===== src/rtl/reservation_station_param.sv =====
// Parametrised Tomasulo reservation station: DEPTH entries, NUM_BC broadcast channels,
// oldest-ready issue, flush, dispatch/broadcast bypass, writes refused while full.

module rs_snoop #(
  parameter int DATA_W = 32,
  parameter int TAG_W  = 5,
  parameter int NUM_BC = 2
) (
  input  logic [TAG_W-1:0]         q,
  input  logic [NUM_BC-1:0]        bcen,
  input  logic [NUM_BC*TAG_W-1:0]  bclabel,
  input  logic [NUM_BC*DATA_W-1:0] bcdata,
  output logic                     hit,
  output logic [DATA_W-1:0]        data
);
  // Scan from the highest channel down so the lowest matching channel lands last and wins.
  always_comb begin
    hit  = 1'b0;
    data = '0;
    for (int c = NUM_BC-1; c >= 0; c--) begin
      if (q != '0 && bcen[c] && bclabel[c*TAG_W +: TAG_W] == q) begin
        hit  = 1'b1;
        data = bcdata[c*DATA_W +: DATA_W];
      end
    end
  end
endmodule

module reservation_station_param #(
  parameter int DEPTH  = 4,
  parameter int DATA_W = 32,
  parameter int TAG_W  = 5,
  parameter int OP_W   = 5,
  parameter int FUNC_W = 5,
  parameter int NUM_BC = 2,
  localparam int AW = (DEPTH > 1) ? $clog2(DEPTH) : 1,
  localparam int CW = $clog2(DEPTH+1)
) (
  input  logic                     clk,
  input  logic                     rst,
  input  logic                     flush,
  input  logic                     EXEable,
  input  logic                     WEN,
  input  logic [OP_W-1:0]          opCode,
  input  logic [FUNC_W-1:0]        func,
  input  logic [TAG_W-1:0]         destTag,
  input  logic [DATA_W-1:0]        dataIn1,
  input  logic [DATA_W-1:0]        dataIn2,
  input  logic [TAG_W-1:0]         label1,
  input  logic [TAG_W-1:0]         label2,
  input  logic [NUM_BC-1:0]        BCEN,
  input  logic [NUM_BC*TAG_W-1:0]  BClabel,
  input  logic [NUM_BC*DATA_W-1:0] BCdata,
  output logic [OP_W-1:0]          opOut,
  output logic [FUNC_W-1:0]        funcOut,
  output logic [DATA_W-1:0]        dataOut1,
  output logic [DATA_W-1:0]        dataOut2,
  output logic [TAG_W-1:0]         labelOut,
  output logic                     OutEn,
  output logic                     isFull,
  output logic [CW-1:0]            count
);
  logic [DEPTH-1:0]             valid;
  logic [DEPTH-1:0][OP_W-1:0]   op;
  logic [DEPTH-1:0][FUNC_W-1:0] fn;
  logic [DEPTH-1:0][TAG_W-1:0]  tag, q1, q2;
  logic [DEPTH-1:0][DATA_W-1:0] v1, v2, cap1, cap2;
  logic [DEPTH-1:0][AW-1:0]     age;
  logic [DEPTH-1:0]             hit1, hit2, rdy;

  logic              issue, alloc, free_found, bhit1, bhit2;
  logic [AW-1:0]     sel, sel_age, free_idx, new_rank;
  logic [DATA_W-1:0] bdata1, bdata2, din1, din2;

  genvar e;
  generate
    for (e = 0; e < DEPTH; e++) begin : g_ent
      rs_snoop #(.DATA_W(DATA_W), .TAG_W(TAG_W), .NUM_BC(NUM_BC)) u_s1 (
        .q(q1[e]), .bcen(BCEN), .bclabel(BClabel), .bcdata(BCdata), .hit(hit1[e]), .data(cap1[e]));
      rs_snoop #(.DATA_W(DATA_W), .TAG_W(TAG_W), .NUM_BC(NUM_BC)) u_s2 (
        .q(q2[e]), .bcen(BCEN), .bclabel(BClabel), .bcdata(BCdata), .hit(hit2[e]), .data(cap2[e]));
      // Readiness comes from registered tags only; no broadcast-to-issue path.
      assign rdy[e] = valid[e] && q1[e] == '0 && q2[e] == '0;
    end
  endgenerate

  rs_snoop #(.DATA_W(DATA_W), .TAG_W(TAG_W), .NUM_BC(NUM_BC)) u_byp1 (
    .q(label1), .bcen(BCEN), .bclabel(BClabel), .bcdata(BCdata), .hit(bhit1), .data(bdata1));
  rs_snoop #(.DATA_W(DATA_W), .TAG_W(TAG_W), .NUM_BC(NUM_BC)) u_byp2 (
    .q(label2), .bcen(BCEN), .bclabel(BClabel), .bcdata(BCdata), .hit(bhit2), .data(bdata2));

  assign din1 = bhit1 ? bdata1 : dataIn1;
  assign din2 = bhit2 ? bdata2 : dataIn2;

  assign isFull = (count == CW'(DEPTH));

  always_comb begin
    issue   = 1'b0;
    sel     = '0;
    sel_age = '0;
    for (int i = 0; i < DEPTH; i++) begin
      if (rdy[i] && (!issue || age[i] < sel_age)) begin
        issue   = 1'b1;
        sel     = AW'(i);
        sel_age = age[i];
      end
    end
    issue = issue && EXEable && !flush;
  end

  always_comb begin
    free_found = 1'b0;
    free_idx   = '0;
    for (int i = 0; i < DEPTH; i++) begin
      if (!valid[i] && !free_found) begin
        free_found = 1'b1;
        free_idx   = AW'(i);
      end
    end
  end

  assign alloc    = WEN && !isFull && !flush && free_found;
  assign new_rank = AW'(count - CW'(issue));

  always_ff @(posedge clk) begin
    if (rst) begin
      valid    <= '0;
      count    <= '0;
      OutEn    <= 1'b0;
      opOut    <= '0;
      funcOut  <= '0;
      dataOut1 <= '0;
      dataOut2 <= '0;
      labelOut <= '0;
    end else if (flush) begin
      valid <= '0;
      count <= '0;
      OutEn <= 1'b0;
    end else begin
      count <= count + CW'(alloc) - CW'(issue);
      OutEn <= issue;
      if (issue) begin
        opOut    <= op[sel];
        funcOut  <= fn[sel];
        dataOut1 <= v1[sel];
        dataOut2 <= v2[sel];
        labelOut <= tag[sel];
      end
      for (int i = 0; i < DEPTH; i++) begin
        if (valid[i]) begin
          if (hit1[i]) begin
            v1[i] <= cap1[i];
            q1[i] <= '0;
          end
          if (hit2[i]) begin
            v2[i] <= cap2[i];
            q2[i] <= '0;
          end
          // Keep ranks dense after the issued entry leaves.
          if (issue && age[i] > sel_age) age[i] <= age[i] - 1'b1;
        end
        if (issue && sel == AW'(i)) valid[i] <= 1'b0;
        if (alloc && free_idx == AW'(i)) begin
          valid[i] <= 1'b1;
          op[i]    <= opCode;
          fn[i]    <= func;
          tag[i]   <= destTag;
          v1[i]    <= din1;
          v2[i]    <= din2;
          q1[i]    <= bhit1 ? '0 : label1;
          q2[i]    <= bhit2 ? '0 : label2;
          age[i]   <= new_rank;
        end
      end
    end
  end
endmodule


===== config.mk =====
export PLATFORM = sky130hd
export DESIGN_NAME = reservation_station_param
export DESIGN_NICKNAME = d
export VERILOG_FILES = /design/src/rtl/reservation_station_param.sv
export SDC_FILE = /design/constraint.sdc
export NUM_CORES = 1
export LEC_CHECK = 0
export CORE_MARGIN = 10
export CORE_UTILIZATION = 52
export DETAILED_ROUTE_END_ITERATION = 6
export PLACE_DENSITY = 0.77
export REMOVE_ABC_BUFFERS = 1
export SLEW_MARGIN = 15
export SYNTH_ARGS = -nofsm -noshare
export SYNTH_HDL_FRONTEND = slang
export SYNTH_SLANG_ARGS = --single-unit

===== constraint.sdc =====
create_clock -name clk -period 5.69 [get_ports clk]
set_input_delay 1.4225 -clock clk [delete_from_list [all_inputs] [get_ports clk]]
set_output_delay 1.4225 -clock clk [all_outputs]
set_load 0.02 [all_outputs]

== After elaboration in Yosys (flattened, before gate mapping) ==
Index checks and enable logic that the tools add are counted.
Cells by class
  $add $sub $neg: 7
  order comparisons: 8
  equal/unequal tests: 27
  muxes and demuxes: 140
  bitwise operators: 2
  reductions and logical operators: 142
Operator list (count)
  32-bit 2-to-1 mux: 48
  5-bit 2-to-1 mux: 29
  32-bit binary-select mux with 2-bit select: 2
  5-bit == test: 20
  1-bit logical AND: 71
  5-bit nonzero test: 10
  4-bit AND reduction: 12
  5-bit logical NOT: 8
  2-bit 2-to-1 mux: 20
  2-bit nonzero test: 20
  1-bit 2-to-1 mux: 38
  5-bit binary-select mux with 2-bit select: 3
  3-bit AND reduction: 4
  1-bit logical NOT: 10
  2-bit == test (second input constant): 4
  2-bit greater-than comparator: 4
  2-bit by 1-bit subtractor with 2-bit output (second input constant): 4
  2-bit < comparator: 3
  2-bit by 1-bit == test with 1-bit output (second input constant): 2
  2-bit logical NOT: 2
  3-bit by 1-bit adder with 3-bit output: 1
  3-bit == test (second input constant): 1
  1-bit logical OR: 3
  2-bit by 3-bit < comparator with 1-bit output (second input constant): 1
  5 further kinds: 6
Word-level totals
  register bits: 451

== Logic depth before layout (Yosys ltp) ==
  depth after elaboration: 22
  depth in mapped cells: 23
  gate-level depth less buffers: 22

== Cells and area by module ==
From an unflattened synthesis, not the netlist that was laid out.
Second synthesis, totals
  cell total of the unflattened synthesis: 2938
  area total of the unflattened synthesis: 31516.5 um2
Modules (own cells, without submodules)
  reservation_station_param: instances 1, cells each 1998, area an instance 21782.1 um2, sequential area each 12672.2 um2
  rs_snoop: instances 10, cells each 94, area an instance 973.4 um2, sequential area each 0.0 um2

== Worst setup path before layout ==
Ideal clock, no wire load.
  path kind: input port to flip-flop
  start point: input BClabel[2]
  end point: register q2[0] (netlist bit) (enable)
  arrival time: 5.149 ns
  setup slack: 0.087 ns
  stages: 7
  path buffers: 2
  cells stage by stage: buf_1 xnor2_1 nand4_1 nor4_1 clkbuf_1 inv_1 a31oi_1
On the way
  word-level cells in the longest chain between the ends: 5
Ends and longest elaborated chain
  start, declared: RTL line 52  | input logic [NUM_BC*TAG_W-1:0] BClabel,
  5-bit == test: RTL line 21  | if (q != '0 && bcen[c] && bclabel[c*TAG_W +: TAG_W] == q) begin
  1-bit logical AND: RTL line 21
  1-bit 2-to-1 mux: RTL line 21
  2-bit nonzero test (no source line)
  4-bit AND reduction (no source line)
  end signal, assigned by index: RTL line 171  | q2[i] <= bhit2 ? '0 : label2;
  end, declared: RTL line 66  | logic [DEPTH-1:0][TAG_W-1:0] tag, q1, q2;
No other way between the ends.
A chain may end at the register's enable or synchronous reset.

== Worst setup path after layout ==
  start point: register q1[3] (netlist bit)
  end point: register age[0] (netlist bit) (enable)
On the way
  word-level cells in the longest chain between the ends: 21
Ends and longest elaborated chain
  start, declared: RTL line 66
  start signal, assigned by index: RTL line 170  | q1[i] <= bhit1 ? '0 : label1;
  5-bit logical NOT *: RTL line 83  | assign rdy[e] = valid[e] && q1[e] == '0 && q2[e] == '0;
  1-bit logical AND * (2 in a row): RTL line 83
  branches (longest 15 deep; another with 2-bit < comparator)
  1-bit logical AND *: RTL line 160  | if (issue && age[i] > sel_age) age[i] <= age[i] - 1'b1;
  2-bit nonzero test (no source line) *
  4-bit AND reduction (no source line) *
  end signal, assigned by index: RTL line 172  | age[i] <= new_rank;
  end, declared: RTL line 68  | logic [DEPTH-1:0][AW-1:0] age;
Every way passes the cells marked *.

==> results.py <==
metrics = {
    "floorplanning": {
        "io_pins": 254,
        "coreArea_um2": 47400,
        "initial_core_util_pct": 52.3,
        "row_count": 80,
        "chipWidth_um": 239,
        "die_h_um": 239,
        "die-area_um2": 56900,
    },
    "drt": {
        "drc": 0,
        "ant_nets": 0,
        "wl_per_cell_um": 27.3,
        "drtIter0Drc": 3742,
        "drt-pass1-iter-count": 6,
        "vias": 22400,
        "wl_um": 88100,
        "vias_per_cell": 6.93,
    },
    "global_routing": {
        "grt_use_total_pct": 29.7,
        "grt-ovfl-total": 0,
        "grt_pass1_vias": 21700,
        "grt_pass1_wl_um": 131000,
        "grt_max_degree": 84,
        "antenna_found_initial": 5,
    },
    "clock_tree": {
        "clockBufferDepth": 3,
        "postCtsHoldBufs": 0,
        "path_clk_slew_ns": 0.06,
        "tritoncts": "built",
        "cts.sinks": 451,
        "root_buffer": "clkbuf_16",
        "htreeDepth": 2,
        "insertion_delay_ns": 0.61,
        "cts_buffers": 46,
    },
    "final_layout": {
        "drive_gt1_share_pct": 8.77,
        "syn2layout_area_growth_pct": 19.5,
        "fin_nets": 2759,
        "final_cell_area_um2": 29700,
        "final_cells": 3231,
    },
    "logic_synthesis": {
        "ys_warn_count": 0,
        "syn_avg_cell_area_um2": 9.96,
        "yosys.area_share.simple_pct": 8.99,
        "synth_edf_count": 364,
        "synth_compound_area_share_pct": 27.3,
        "async_reset_ff_share_pct": 0,
        "synth_seq_cells": 451,
        "synthCells": 2494,
        "yosysSeqAreaShare_pct": 51.0,
        "yosysUniqueCellTypes": 57,
        "synth.area.top_cells": "edfxtp_1, a22oi_1, dfxtp_1",
        "synth_xor_xnor_area_share_pct": 3.77,
        "synthMuxAreaShare_pct": 2.83,
        "synth_area_leader_cell": "edfxtp_1",
        "ys.flop_type": "edfxtp_1",
        "synth_fa_ha_area_share_pct": 0.786,
        "synth_most_common_cell": "edfxtp_1",
        "synthDominantCellAreaShare_pct": 44.0,
        "synth_top_family_by_area": "compound AO/OA/AOI/OAI gates",
        "synth_common_cells": "edfxtp_1, nor2_1, a21oi_1, a22oi_1, clkbuf_1",
        "syn-cell-area_um2": 24800,
    },
    "timing": {
        "skew_ns": 0.0284,
        "fmax_mhz": 185,
        "min_period_over_period_pct": 95.1,
        "drv_slew": 0,
        "min_period_ns": 5.41,
        "rsz0062_at_grt": "false",
        "finalSetupViolations": 0,
        "worst_slew_pin_slew_ns": 1.24,
        "tns_ns": 0,
        "final-hold-violation-count": 0,
        "slew_headroom_pct": 17.4,
    },
    "placed_design": {
        "place_hpwl_um": 52600,
        "post_dp_cell_area_um2": 27900,
        "place_inst": 3137,
        "gp_congestion": 0.889,
        "port_buffers": 253,
    },
    "power": {
        "power.density_nw_per_um2": 255,
        "leakagePower_nw": 9.71,
        "ir_drop_uv": 218,
    },
    "setup_path": {
        "critPathMaxStageDelay_ns": 0.52,
        "worst-endpoint-arrival_ns": 5.70,
        "crit_top_cell": "a21oi_1",
        "end_kind": "register",
        "setup.worst_path.start_class": "register",
        "cpLargestDelayFamily": "simple AND/OR/NAND/NOR gates",
        "critPathKind": "register to register",
        "path_buf_inv": 0,
        "path_max_fanout": 5,
        "crit_chain": "or3b_2 -> nor4_4 -> nand2_2 -> ha_4 -> a21oi_1 -> o21ai_1 -> mux2_2 -> ha_1 -> or2_2 -> nand2_2 -> o21ai_4 -> mux2_2 -> ha_4 -> a211o_4 -> nand2b_1 -> a21oi_2 -> ha_1 -> a21oi_1 -> a21oi_1 -> nand3_1 -> a21oi_1",
        "worstPathRequired_ns": 5.98,
        "slowest_stage": "or3b_2",
    },
    "run_status": {
        "status": "finished clean",
    },
    "worst_hold_path": {
        "hold_path.class": "register to register",
    },
    "flow_run": {
        "drv_cap": 0,
    },
}
-- registers in the layout, summed over array words and instances (netlist names), 8 cells and up --
signal / cells
age: 8
dataOut1: 32
dataOut2: 32
fn: 20
op: 20
q1: 20
q2: 20
tag: 20
v1: 128
v2: 128
-- area by class of cell --
class / count / area, um^2
inverter: 16 / 65.1
antenna: 4 / 10.0
fill: 3764 / 17800
clock buffer: 59 / 1250
sequential: 451 / 12700
tap: 615 / 769
clock inverter: 27 / 437
timing repair buffer: 337 / 3280
multi-input combinational: 1722 / 11200
-- stage by stage --
step	util, %	total power, mW	worst slack, ns	hold WS [ns]
finish	62.5	7.56	0.277	0.517
global route	62.5	7.70	0.0789	0.546
CTS	62.3	7.53	0.0637	0.518
detailed placement	58.8	4.18	-0.0452	0.510
global placement	58.8	4.16	0.0780	0.506
floorplan	-	3.86	-3.22	0.510
-- tightest hold or removal path, stage by stage (launching register included) --
cell      delay [ns]
dfxtp_1         0.31
o21bai_1        0.13
a31oi_1         0.04
-- what timing repair did --
action | 4_1_cts | 5_1_grt
gates resized for setup | 2 | 9
setup buffers | 0 | 4
setup endpoints to repair | 8 | 77
pin swaps | 0 | 3
-- path summary, 6_finish.rpt --
check | startpoint | to | slack [ns] | cells after the start
worst min-delay path | dataOut1[12] | dataOut1[12] | 0.52 | 2
worst min register to register | dataOut1[12] | dataOut1[12] | 0.52 | 2
worst max-delay path | q1[3] | age[0] | 0.28 | 21
worst max register to register | q1[3] | age[0] | 0.28 | 21
-- routing by layer --
metal / vias up / share of wire (%) / global-route usage (%)
li1: 9630 / - / -
met2: 1831 / 46 / 46.1
met3: 332 / 13 / 7.30
met1: 10600 / 36 / 38.6
met5: - / 0 / 0
met4: 0 / 4.6 / 14.2
-- report_power, final --
| group | internal (mW) | switching, mW |
|---|---|---|
| sequential | 3.56 | 0.00706 |
| clock | 2.07 | 1.36 |
| combinational | 0.225 | 0.335 |
-- kinds of logic (layout without fill, tap and decap cells) --
group | count (synthesis) | in the layout
flops | 451 | 451
buf+inv | 321 | 439
simple gates | 503 | 503
mux | 70 | 70
fa+ha+maj | 15 | 15
xor+xnor | 107 | 107
compound gates | 1027 | 1027
other cells | 0 | 4
-- placed cells by master, fill, tap and decap left out, types with 69 or more instances in the layout --
| cell | count |
|---|---|
| o21bai_1 | 79 |
| o21ai_0 | 158 |
| a31oi_1 | 81 |
| a221o_1 | 79 |
| a21oi_1 | 265 |
| nand2_1 | 79 |
| buf_4 | 75 |
| o211ai_1 | 69 |
| clkdlybuf4s50_1 | 252 |
| nor2_1 | 302 |
| a22oi_1 | 256 |
| dfxtp_1 | 87 |
| edfxtp_1 | 364 |
Note: power is estimated with default switching activity, not from simulation.
